## src/rtl/seq_pkg.sv

```systemverilog
// Shared types and constants for the detector-FSM sequencer.
package seq_pkg;

  typedef enum logic [1:0] {
    IDLE  = 2'b00,
    CLEAR = 2'b01,
    RUN   = 2'b10,
    DONE  = 2'b11
  } seq_state_t;

  localparam logic [1:0] Y_HIT     = 2'b01;
  localparam logic [1:0] S_ILLEGAL = 2'b01;
  localparam logic [1:0] S_RESET   = 2'b00;

endpackage

```

## src/rtl/seq_step_ctr.sv

```systemverilog
// Step counter for the sequencer; flags the final step of the current run.
module seq_step_ctr #(
  parameter int unsigned LW = 4
) (
  input  logic          clk,
  input  logic          rst,
  input  logic          clr,
  input  logic          en,
  input  logic [LW-1:0] len,
  output logic [LW-1:0] step,
  output logic          last
);

  logic [LW-1:0] step_q, step_d;

  always_comb begin
    step_d = step_q;
    if (clr) begin
      step_d = '0;
    end else if (en) begin
      step_d = step_q + LW'(1);
    end
  end

  always_ff @(posedge clk or negedge rst) begin
    if (!rst) begin
      step_q <= '0;
    end else begin
      step_q <= step_d;
    end
  end

  assign step = step_q;
  assign last = (step_q == len - LW'(1));

endmodule

```

## src/rtl/fsm_sequencer.sv

```systemverilog
// Shifts a parallel pattern into the Mealy detector FSM and captures its outputs.
// Optional SEQ_TRACE_EN adds a per-step capture of the FSM state on port trace.
module fsm_sequencer
  import seq_pkg::*;
#(
  parameter int unsigned N = 8,
  localparam int unsigned LW = $clog2(N + 1)
) (
  input  logic           clk,
  input  logic           rst,
  input  logic           start,
  input  logic [N-1:0]   pat,
  input  logic [LW-1:0]  len,
  output logic           busy,
  output logic           done,
  output logic           err,
  output logic [2*N-1:0] result,
  output logic [LW-1:0]  hits,
  output logic           fsm_x,
  output logic           fsm_rst,
  input  logic [1:0]     fsm_y,
  input  logic [1:0]     fsm_s
`ifdef SEQ_TRACE_EN
  ,
  output logic [2*N-1:0] trace
`endif
);

  seq_state_t     state_q, state_d;
  logic [N-1:0]   pat_q, pat_d;
  logic [LW-1:0]  len_q, len_d;
  logic [2*N-1:0] result_q, result_d;
  logic [LW-1:0]  hits_q, hits_d;
  logic           err_q, err_d;
  logic           len_bad;
  logic           ctr_clr, ctr_en, last;
  logic [LW-1:0]  step;

  seq_step_ctr #(
    .LW (LW)
  ) u_step_ctr (
    .clk  (clk),
    .rst  (rst),
    .clr  (ctr_clr),
    .en   (ctr_en),
    .len  (len_q),
    .step (step),
    .last (last)
  );

  always_comb begin
    state_d  = state_q;
    pat_d    = pat_q;
    len_d    = len_q;
    result_d = result_q;
    hits_d   = hits_q;
    err_d    = err_q;
    busy     = 1'b0;
    done     = 1'b0;
    fsm_rst  = 1'b1;
    fsm_x    = 1'b0;
    ctr_clr  = 1'b0;
    ctr_en   = 1'b0;
    len_bad  = (len == '0) || (len > LW'(N));
    case (state_q)
      IDLE: begin
        if (start) begin
          pat_d    = pat;
          len_d    = len;
          result_d = '0;
          hits_d   = '0;
          err_d    = len_bad;
          state_d  = len_bad ? DONE : CLEAR;
        end
      end
      CLEAR: begin
        busy    = 1'b1;
        ctr_clr = 1'b1;
        state_d = RUN;
      end
      RUN: begin
        busy     = 1'b1;
        fsm_rst  = 1'b0;
        ctr_en   = 1'b1;
        fsm_x    = |(pat_q & (N'(1) << step));
        // result is zeroed at start and each slot written once, so OR-in is enough
        result_d = result_q | ({{(2*N-2){1'b0}}, fsm_y} << {step, 1'b0});
        if (fsm_y == Y_HIT) hits_d = hits_q + LW'(1);
        if (fsm_s == S_ILLEGAL) err_d = 1'b1;
        if (last) state_d = DONE;
      end
      DONE: begin
        done    = 1'b1;
        state_d = IDLE;
      end
      default: state_d = IDLE;
    endcase
  end

  always_ff @(posedge clk or negedge rst) begin
    if (!rst) begin
      state_q  <= IDLE;
      pat_q    <= '0;
      len_q    <= '0;
      result_q <= '0;
      hits_q   <= '0;
      err_q    <= 1'b0;
    end else begin
      state_q  <= state_d;
      pat_q    <= pat_d;
      len_q    <= len_d;
      result_q <= result_d;
      hits_q   <= hits_d;
      err_q    <= err_d;
    end
  end

  assign result = result_q;
  assign hits   = hits_q;
  assign err    = err_q;

`ifdef SEQ_TRACE_EN
  logic [2*N-1:0] trace_q;

  always_ff @(posedge clk or negedge rst) begin
    if (!rst) begin
      trace_q <= '0;
    end else if (state_q == IDLE && start) begin
      trace_q <= '0;
    end else if (state_q == RUN) begin
      trace_q <= trace_q | ({{(2*N-2){1'b0}}, fsm_s} << {step, 1'b0});
    end
  end

  assign trace = trace_q;
`endif

endmodule
```

## config.mk

```make
export PLATFORM = sky130hd
export DESIGN_NAME = fsm_sequencer
export DESIGN_NICKNAME = d
export VERILOG_FILES = /design/src/rtl/seq_pkg.sv /design/src/rtl/seq_step_ctr.sv /design/src/rtl/fsm_sequencer.sv
export SDC_FILE = /design/constraint.sdc
export NUM_CORES = 1
export LEC_CHECK = 0
export ABC_AREA = 1
export ABC_CLOCK_PERIOD_IN_PS = 4500
export CAP_MARGIN = 25
export CORE_UTILIZATION = 54
export CTS_BUF_LIST = sky130_fd_sc_hd__clkbuf_4 sky130_fd_sc_hd__clkbuf_8 sky130_fd_sc_hd__clkbuf_16
export DETAILED_ROUTE_END_ITERATION = 6
export MAX_ROUTING_LAYER = met4
export PLACE_DENSITY = 0.93
export SLEW_MARGIN = 20
export SYNTH_ARGS = -nofsm -noshare
export SYNTH_HDL_FRONTEND = slang
export SYNTH_HIERARCHICAL = 1
export SYNTH_SLANG_ARGS = --single-unit
```

## constraint.sdc

```tcl
create_clock -name clk -period 4.5 [get_ports clk]
set_input_delay 1.35 -clock clk [delete_from_list [all_inputs] [get_ports clk]]
set_output_delay 1.35 -clock clk [all_outputs]
set_load 0.02 [all_outputs]
```

After elaboration in Yosys (flattened, before gate mapping)
Index checks and enable logic that the tools add are counted.

word-level totals
  word-level logic and storage cells = 57
  input bits = 19
  register bits = 39
  output and inout port bits = 25

cells by class
  magnitude comparators = 1
  shifts and indexed selects = 2
  mux-type cells = 20
  add/subtract/negate cells = 3
  bitwise logic cells = 2
  equality and inequality tests = 10
  reduce and logical (&&, ||, !) cells = 12

operators with widths
  kind                                                 number
  one-hot mux 16 bit (2 select lines)                  1
  two-way mux 16 bit                                   1
  two-way mux 4 bit                                    4
  OR 16 bit                                            1
  left shift 2 x 5 -> 16 bit                           1
  adder 4 x 1 -> 4 bit, second input constant          2
  AND 8 bit                                            1
  two-way mux 1 bit                                    8
  inequality test 2 bit, second input constant         4
  one-hot mux 2 bit (4 select lines)                   1
  one-hot mux 4 bit (2 select lines)                   1
  OR reduction 8 bit                                   1
  left shift 1 x 4 -> 8 bit, first input constant      1
  equality test 2 x 1 -> 1 bit, second input constant  3
  two-way mux 2 bit                                    3
  AND reduction 2 bit                                  3
  AND reduction 3 bit                                  2
  equality test 2 bit, second input constant           2
  equality test 4 bit                                  1
  > comparator 4 bit, second input constant            1
  zero test 4 bit                                      1
  nonzero test 2 bit                                   2
  subtractor 4 x 1 -> 4 bit, second input constant     1
  zero test 2 bit                                      1
  other kinds (3)                                      3

Logic depth before layout (Yosys ltp)
Gate-level depths: netlist of run 1.

  depth after elaboration = 5
  gate-level depth with buffers = 12
  mapped depth without buffers = 12

Hierarchy
Netlist of run 1, hierarchy kept.

by module, submodules not included
  module         area each (um^2)  times used  cells each
  fsm_sequencer  1717.9            1           195
  seq_step_ctr   331.6             1           56

Worst setup path before layout of run 1
No wires, ideal clock.

  path type = reg2out
  from = reg state_q[0]
  to = out fsm_x
  arrival = 1.329 ns
  path buffers = 1
  cell stages (with the launch flop) = 8
  setup slack = 1.821 ns
  data required time = 3.150 ns
  cell sequence = dfrtp_1 inv_1 ha_1 buf_4 inv_4 nor2_1 nand2_1 nor2_1

between the ends
  cells in the longest elaborated chain, start to end = 2

ends and longest elaborated chain
  what                      RTL line              source
  start: declaration        fsm_sequencer.sv:29   seq_state_t state_q, state_d;
  start signal: assignment  fsm_sequencer.sv:109  state_q <= state_d;
  equality test 2 bit       fsm_sequencer.sv:65   case (state_q)
  two-way mux 1 bit         fsm_sequencer.sv:65
  end: declaration          fsm_sequencer.sv:19   output logic fsm_x,

No other way between the ends.

Worst setup path in the final report of run 1
Ends and elaborated chain as after synthesis.

==> flow_summary_export.csv, run 1 <==
group,metric,value,unit
outcome,status,"complete, no violations",
clock_tree,htreeDepth,2,
grt,grt_antenna_before_repair,0,
synthesis,yosysWarnings,6,
synthesis,synthTopCellsByArea,"dfrtp_1 (48%), nand2_1 (9.7%), nand3_1 (7.6%)",
sta,max_slew_margin,0.4504,
synthesis,syn_nets,278,
die,die_h,63.61,µm
critical_path,arrival,2.28,ns
clock_tree,clk_pin_slew,0.07,ns
synthesis,yosysSeqAreaShare,0.4762,
detailed_routing,drtIter0Drc,75,
place,portBuffers,43,
cells_and_area,area_delta_synth_final,28.57,%
sta,hold_ws,0.5144,ns
sta,min_period_over_period,0.8069,
hold_path,min_path_type,"flip-flop to flip-flop",
critical_path,path_class,"flip-flop to output pin",
cells_and_area,final_common_cell,"nand2_1",
synthesis,synth.distinct_cells,23,
sta,min_period,3.631,ns
die,start_util,0.5598,
cells_and_area,drive_gt1_frac,0.1077,
synthesis,synth_top_cell_area_share,0.4762,
clock_tree,clock-sinks,39,
clock_tree,cts_resized,0,
clock_tree,postCtsHoldBufs,0,
cells_and_area,antenna_cells,0,
sta,maxClockFrequency,275.4,MHz
place,gp_congestion,0.8331,
die,die_w,63.61,µm
cells_and_area,fill_cells,295,
die,io_pins,44,
detailed_routing,route.detailed.wl_per_inst,11.68,µm
die,rows,22,
critical_path,critPathLaunchType,"flip-flop",
clock_tree,root_buffer,"clkbuf_8",
die,fp.dieArea,0.004046,mm²
grt,grt_pass1_vias,1676,
grt,grtUsageTotal,0.2343,
synthesis,syn_avg_cell_area,8.165,µm²
sta,finClkSkew,0.005693,ns
clock_tree,cts_tree,"built",
cells_and_area,nets,323,
synthesis,syn-cell-area,0.002049,mm²
critical_path,cp_max_fo,12,
detailed_routing,drt-pass1-iter-count,4,
synthesis,postSynthCellCount,251,
grt,gr-total-overflow,0,
run,drv_cap,0,
synthesis,synth_seq_cells,39,
detailed_routing,drcViolationCount,0,
pwr,p_leak,0.001236,µW
pwr,peakVddDrop,387.7,µV
pwr,pwr_density_cell,716.5,mW/mm²
cells_and_area,final_cell_mix,"nand2_1 (53), clkdlybuf4s50_1 (42), dfrtp_1 (39), inv_1 (37), nand3_1 (31)",
clock_tree,cts_buffer_depth,2,
sta,drv_slew,0,
sta,rsz0062_at_grt,"no",
sta,setup_viol,0,
place,dp_hpwl,3000,µm
clock_tree,clk_latency,0.29,ns
grt,grt_pass1_wl,7141,µm
synthesis,synth_top_area_cell,"dfrtp_1",
critical_path,cp_data_required_time,3.15,ns
sta,final_hold_viol_count,0,
detailed_routing,routed-via-count,1763,
grt,grt_max_degree,40,
clock_tree,cts-buffers-inserted,5,
detailed_routing,antenna_left,0,
clock_tree,cts_setup_buffers,0,
detailed_routing,drt-total-wl,4029,µm
sta,finalSetupTns,0,ns
die,coreArea,0.003661,mm²
critical_path,cp-end-kind,"output pin",
sta,tightestPinTransition,0.8245,ns
detailed_routing,vias_per_cell,5.110,
-- critical path, stage by stage, from the launching register on --
cell             delay, ns
dfrtp_1               0.41
inv_1                 0.11
ha_1                  0.46
inv_4                 0.09
nor2_1                0.11
nand2_1               0.06
nor2_1                0.12
clkdlybuf4s50_1       0.62
-- state kept, by name (all words and copies together) (netlist names) --
| register | cells |
|---|---|
| result | 16 |
| pat_q | 8 |
| hits | 4 |
| len_q | 4 |
| u_step_ctr/step | 4 |
| state_q | 2 |
| err | 1 |
-- synthesized netlist by cell type --
cell / count
a211oi_1: 1
a21oi_1: 19
a31oi_1: 1
buf_2: 2
buf_4: 2
buf_6: 1
dfrtp_1: 39
ha_1: 8
inv_1: 37
inv_2: 6
inv_4: 1
mux2_2: 10
nand2_1: 53
nand2_2: 2
nand3_1: 31
nand4_1: 1
nor2_1: 21
nor2_2: 2
o21ai_0: 9
o21ai_1: 2
o21ai_4: 1
o22ai_1: 1
or2_2: 1
-- layer usage --
| layer | share of wire | global-route usage | vias to the layer above | routed length (µm) |
|---|---|---|---|---|
| met1 | 0.46 | 0.2911 | 817 | 1859 |
| met4 | 0.017 | 0.08807 | 0 | 68 |
| met3 | 0.040 | 0.05072 | 7 | 162 |
| li1 | - | - | 891 | - |
| met2 | 0.48 | 0.3737 | 48 | 1939 |
| met5 | 0 | - | - | 0 |
-- metrics by stage --
stage	total power [µW]	cells	worst slack (ns)	cell area, µm²	utilization
final	1888	345	0.8688	2635	0.7198
after global routing	2041	345	0.7024	2635	0.7198
after CTS	1894	345	0.8490	2635	0.7198
after detailed placement	1541	337	1.189	2499	0.6825
after global placement	1501	337	1.248	2499	0.6825
after floorplan	1248	251	1.821	2049	-
-- worst paths after layout --
kind                                 start         end  slack (ns)  cells after the start
max in group asynchronous              rst  state_q[1]        2.83                      1
worst min register to register    pat_q[5]    pat_q[5]        0.51                      1
worst max-delay path            state_q[0]       fsm_x        0.87                      7
worst max register to register  state_q[1]         err        2.51                      7
min in group asynchronous              rst    pat_q[3]        1.15                      1
worst min-delay path              pat_q[5]    pat_q[5]        0.51                      1
-- logic make-up (layout without fill, tap and decap cells) --
group                    after synthesis  after routing  share of synthesized area
multiplexers                          10             10                    0.05495
adder cells (fa/ha/maj)                8              8                    0.04884
buffers and inverters                 49             95                    0.09951
flip-flops                            39             39                     0.4762
AND/OR/NAND/NOR                      111            111                     0.2296
AO/OA/AOI/OAI                         34             34                    0.09097
-- final cells by class --
class	count	area, µm²	share of cell area
Timing Repair Buffer	43	425.4	0.1614
Clock inverter	2	60.06	0.02279
Inverter	44	167.7	0.06363
Multi-Input combinational cell	163	869.6	0.3300
Tap cell	48	60.06	0.02279
Sequential cell	39	975.9	0.3704
Clock buffer	6	76.32	0.02896
-- power breakdown --
group	internal [µW]	leakage (µW)	switching (µW)
logic	393	0.000668	532
registers	494	0.000499	122
clock network	228	0.0000688	120
total	1110	0.00124	774
(Power assumes the default switching activity.)
==> run 2: changes to the inputs <==
--- a/config.mk
+++ b/config.mk
@@ -6,13 +6,13 @@
 export NUM_CORES = 1
 export LEC_CHECK = 0
 export ABC_AREA = 1
-export ABC_CLOCK_PERIOD_IN_PS = 4500
+export ABC_CLOCK_PERIOD_IN_PS = 3630
 export CAP_MARGIN = 25
-export CORE_UTILIZATION = 54
+export CORE_UTILIZATION = 50
 export CTS_BUF_LIST = sky130_fd_sc_hd__clkbuf_4 sky130_fd_sc_hd__clkbuf_8 sky130_fd_sc_hd__clkbuf_16
 export DETAILED_ROUTE_END_ITERATION = 6
 export MAX_ROUTING_LAYER = met4
-export PLACE_DENSITY = 0.93
+export PLACE_DENSITY = 0.88
 export SLEW_MARGIN = 20
 export SYNTH_ARGS = -nofsm -noshare
 export SYNTH_HDL_FRONTEND = slang
==> constraint.sdc (replaced) <==
create_clock -name clk -period 3.63 [get_ports clk]
set_input_delay 1.089 -clock clk [delete_from_list [all_inputs] [get_ports clk]]
set_output_delay 1.089 -clock clk [all_outputs]
set_load 0.02 [all_outputs]
==> run 2 against run 1 <==
Compared with the run above:
- non-clock buffer count increased by 1
- core utilization down 3.7 points
- total power increased by 18%
- sequential power is 25% higher
- wire length increased by 5.3%
- largest cell class unchanged
==> flow_summary_export.csv, run 2 (synthesis results as in run 1) <==
group,metric,value,unit
outcome,status,"complete, no violations",
die,io_pins,44,
critical_path,cp_max_fo,12,
sta,max_slew_margin,0.4454,
hold_path,min_path_type,"flip-flop to flip-flop",
run,drv_cap,0,
clock_tree,cts_tree,"built",
die,start_util,0.5395,
sta,final_hold_viol_count,0,
sta,rsz0062_at_grt,"no",
critical_path,cp_data_required_time,2.54,ns
detailed_routing,vias_per_cell,5.090,
place,portBuffers,43,
cells_and_area,final_cell_mix,"nand2_1 (53), clkdlybuf4s50_1 (42), dfrtp_1 (39), inv_1 (37), nand3_1 (31)",
clock_tree,clk_pin_slew,0.08,ns
clock_tree,htreeDepth,2,
sta,min_period_over_period,0.9290,
detailed_routing,drt-pass1-iter-count,4,
sta,maxClockFrequency,296.5,MHz
detailed_routing,drtIter0Drc,118,
critical_path,arrival,2.28,ns
place,gp_congestion,0.8150,
clock_tree,cts_buffer_depth,2,
clock_tree,clk_latency,0.29,ns
detailed_routing,drcViolationCount,0,
sta,finClkSkew,0.007097,ns
cells_and_area,post-route-util,0.6831,
die,die_h,66.02,µm
critical_path,path_cells,"inv_1 > ha_1 > inv_4 > nor2_1 > nand2_1 > nor2_1 > clkdlybuf4s50_1",
sta,setup_viol,0,
place,dp_hpwl,3097,µm
pwr,p_leak,0.001217,µW
detailed_routing,routed-via-count,1761,
clock_tree,clock-sinks,39,
cells_and_area,nets,324,
critical_path,cp_slowest_cell,"clkdlybuf4s50_1",
cells_and_area,fin_cells,346,
detailed_routing,antenna_left,0,
sta,hold_ws,0.5138,ns
detailed_routing,drt-total-wl,4244,µm
die,rows,22,
pwr,pwr_density_cell,857.2,mW/mm²
critical_path,cp-end-kind,"output pin",
die,fp.dieArea,0.004359,mm²
grt,grtUsageTotal,0.2359,
sta,drv_slew,0,
critical_path,critPathMaxStageDelay,0.62,ns
detailed_routing,route.detailed.wl_per_inst,12.27,µm
grt,grt_antenna_before_repair,0,
sta,worst_slack,0.2576,ns
cells_and_area,area_delta_synth_final,26.62,%
die,coreArea,0.003799,mm²
cells_and_area,antenna_cells,0,
place,dp_slack,0.5870,ns
clock_tree,postCtsHoldBufs,0,
critical_path,critPathLaunchType,"flip-flop",
grt,grt_pass1_wl,7527,µm
grt,grt_pass1_vias,1789,
cells_and_area,drive_gt1_frac,0.1107,
die,die_w,66.02,µm
grt,gr-total-overflow,0,
cells_and_area,largest_reg_flops,16,
cells_and_area,final_common_cell,"nand2_1",
pwr,peakVddDrop,398.7,µV
sta,min_period,3.372,ns
sta,tightestPinTransition,0.8318,ns
critical_path,crit_path_frequent_cell,"nor2_1",
clock_tree,cts_setup_buffers,0,
grt,grt_max_degree,40,
clock_tree,cts-buffers-inserted,5,
cells_and_area,fill_cells,315,
clock_tree,cts_resized,0,
sta,finalSetupTns,0,ns
critical_path,path_class,"flip-flop to output pin",
place,place_inst,338,
clock_tree,root_buffer,"clkbuf_8",
-- run 2: cell count changes in the layout (fill, tap and decap cells not counted), sizes merged --
cell / change
buf: +1
clkinv: +1
clkinvlp: +1
bufinv: -2
-- run 2: worst paths after layout --
kind,startpoint,endpoint,depth (start not counted),slack (ns)
max,state_q[0],fsm_x,7,0.26
min,pat_q[0],pat_q[0],1,0.51
min in group asynchronous,rst,u_step_ctr/step[1],1,0.89
min reg2reg,pat_q[0],pat_q[0],1,0.51
max reg2reg,state_q[0],hits[3],6,1.72
max in group asynchronous,rst,pat_q[1],1,2.22
-- run 2: worst max-delay path: cells and delay by family, from the launching register on --
| kind | cells | cell delay, ns |
|---|---|---|
| adders and majority gates | 1 | 0.45 |
| buffers and inverters | 3 | 0.82 |
| DFF | 1 | 0.41 |
| and+or+nand+nor | 3 | 0.30 |
-- run 2: layout make-up --
type / instances / area [µm²] / share of cell area
Clock buffer: 6 / 76.32 / 0.02941
Clock inverter: 2 / 12.51 / 0.004822
Inverter: 44 / 167.7 / 0.06461
Multi-Input combinational cell: 163 / 869.6 / 0.3351
Sequential cell: 39 / 975.9 / 0.3761
Tap cell: 48 / 60.06 / 0.02314
Timing Repair Buffer: 44 / 432.9 / 0.1668
-- run 2: stage by stage --
step                      area (µm²)  power [µW]
after CTS                       2595        2225
after detailed placement        2506        1920
final                           2595        2225
after floorplan                 2049        1547
after global routing            2595        2406
after global placement          2506        1875
-- run 2: metal layers --
| layer | share of wire | GRT usage | up-vias |
|---|---|---|---|
| met4 | 0.015 | 0.07979 | 0 |
| met1 | 0.46 | 0.2744 | 807 |
| li1 | - | - | 892 |
| met5 | 0 | - | - |
| met3 | 0.048 | 0.05345 | 9 |
| met2 | 0.48 | 0.4018 | 53 |
-- run 2: report_power, final --
part / leakage [µW] / switching, µW / internal [µW]
combinational: 0.000673 / 667 / 493
sequential: 0.000499 / 155 / 612
clock: 0.0000446 / 156 / 142
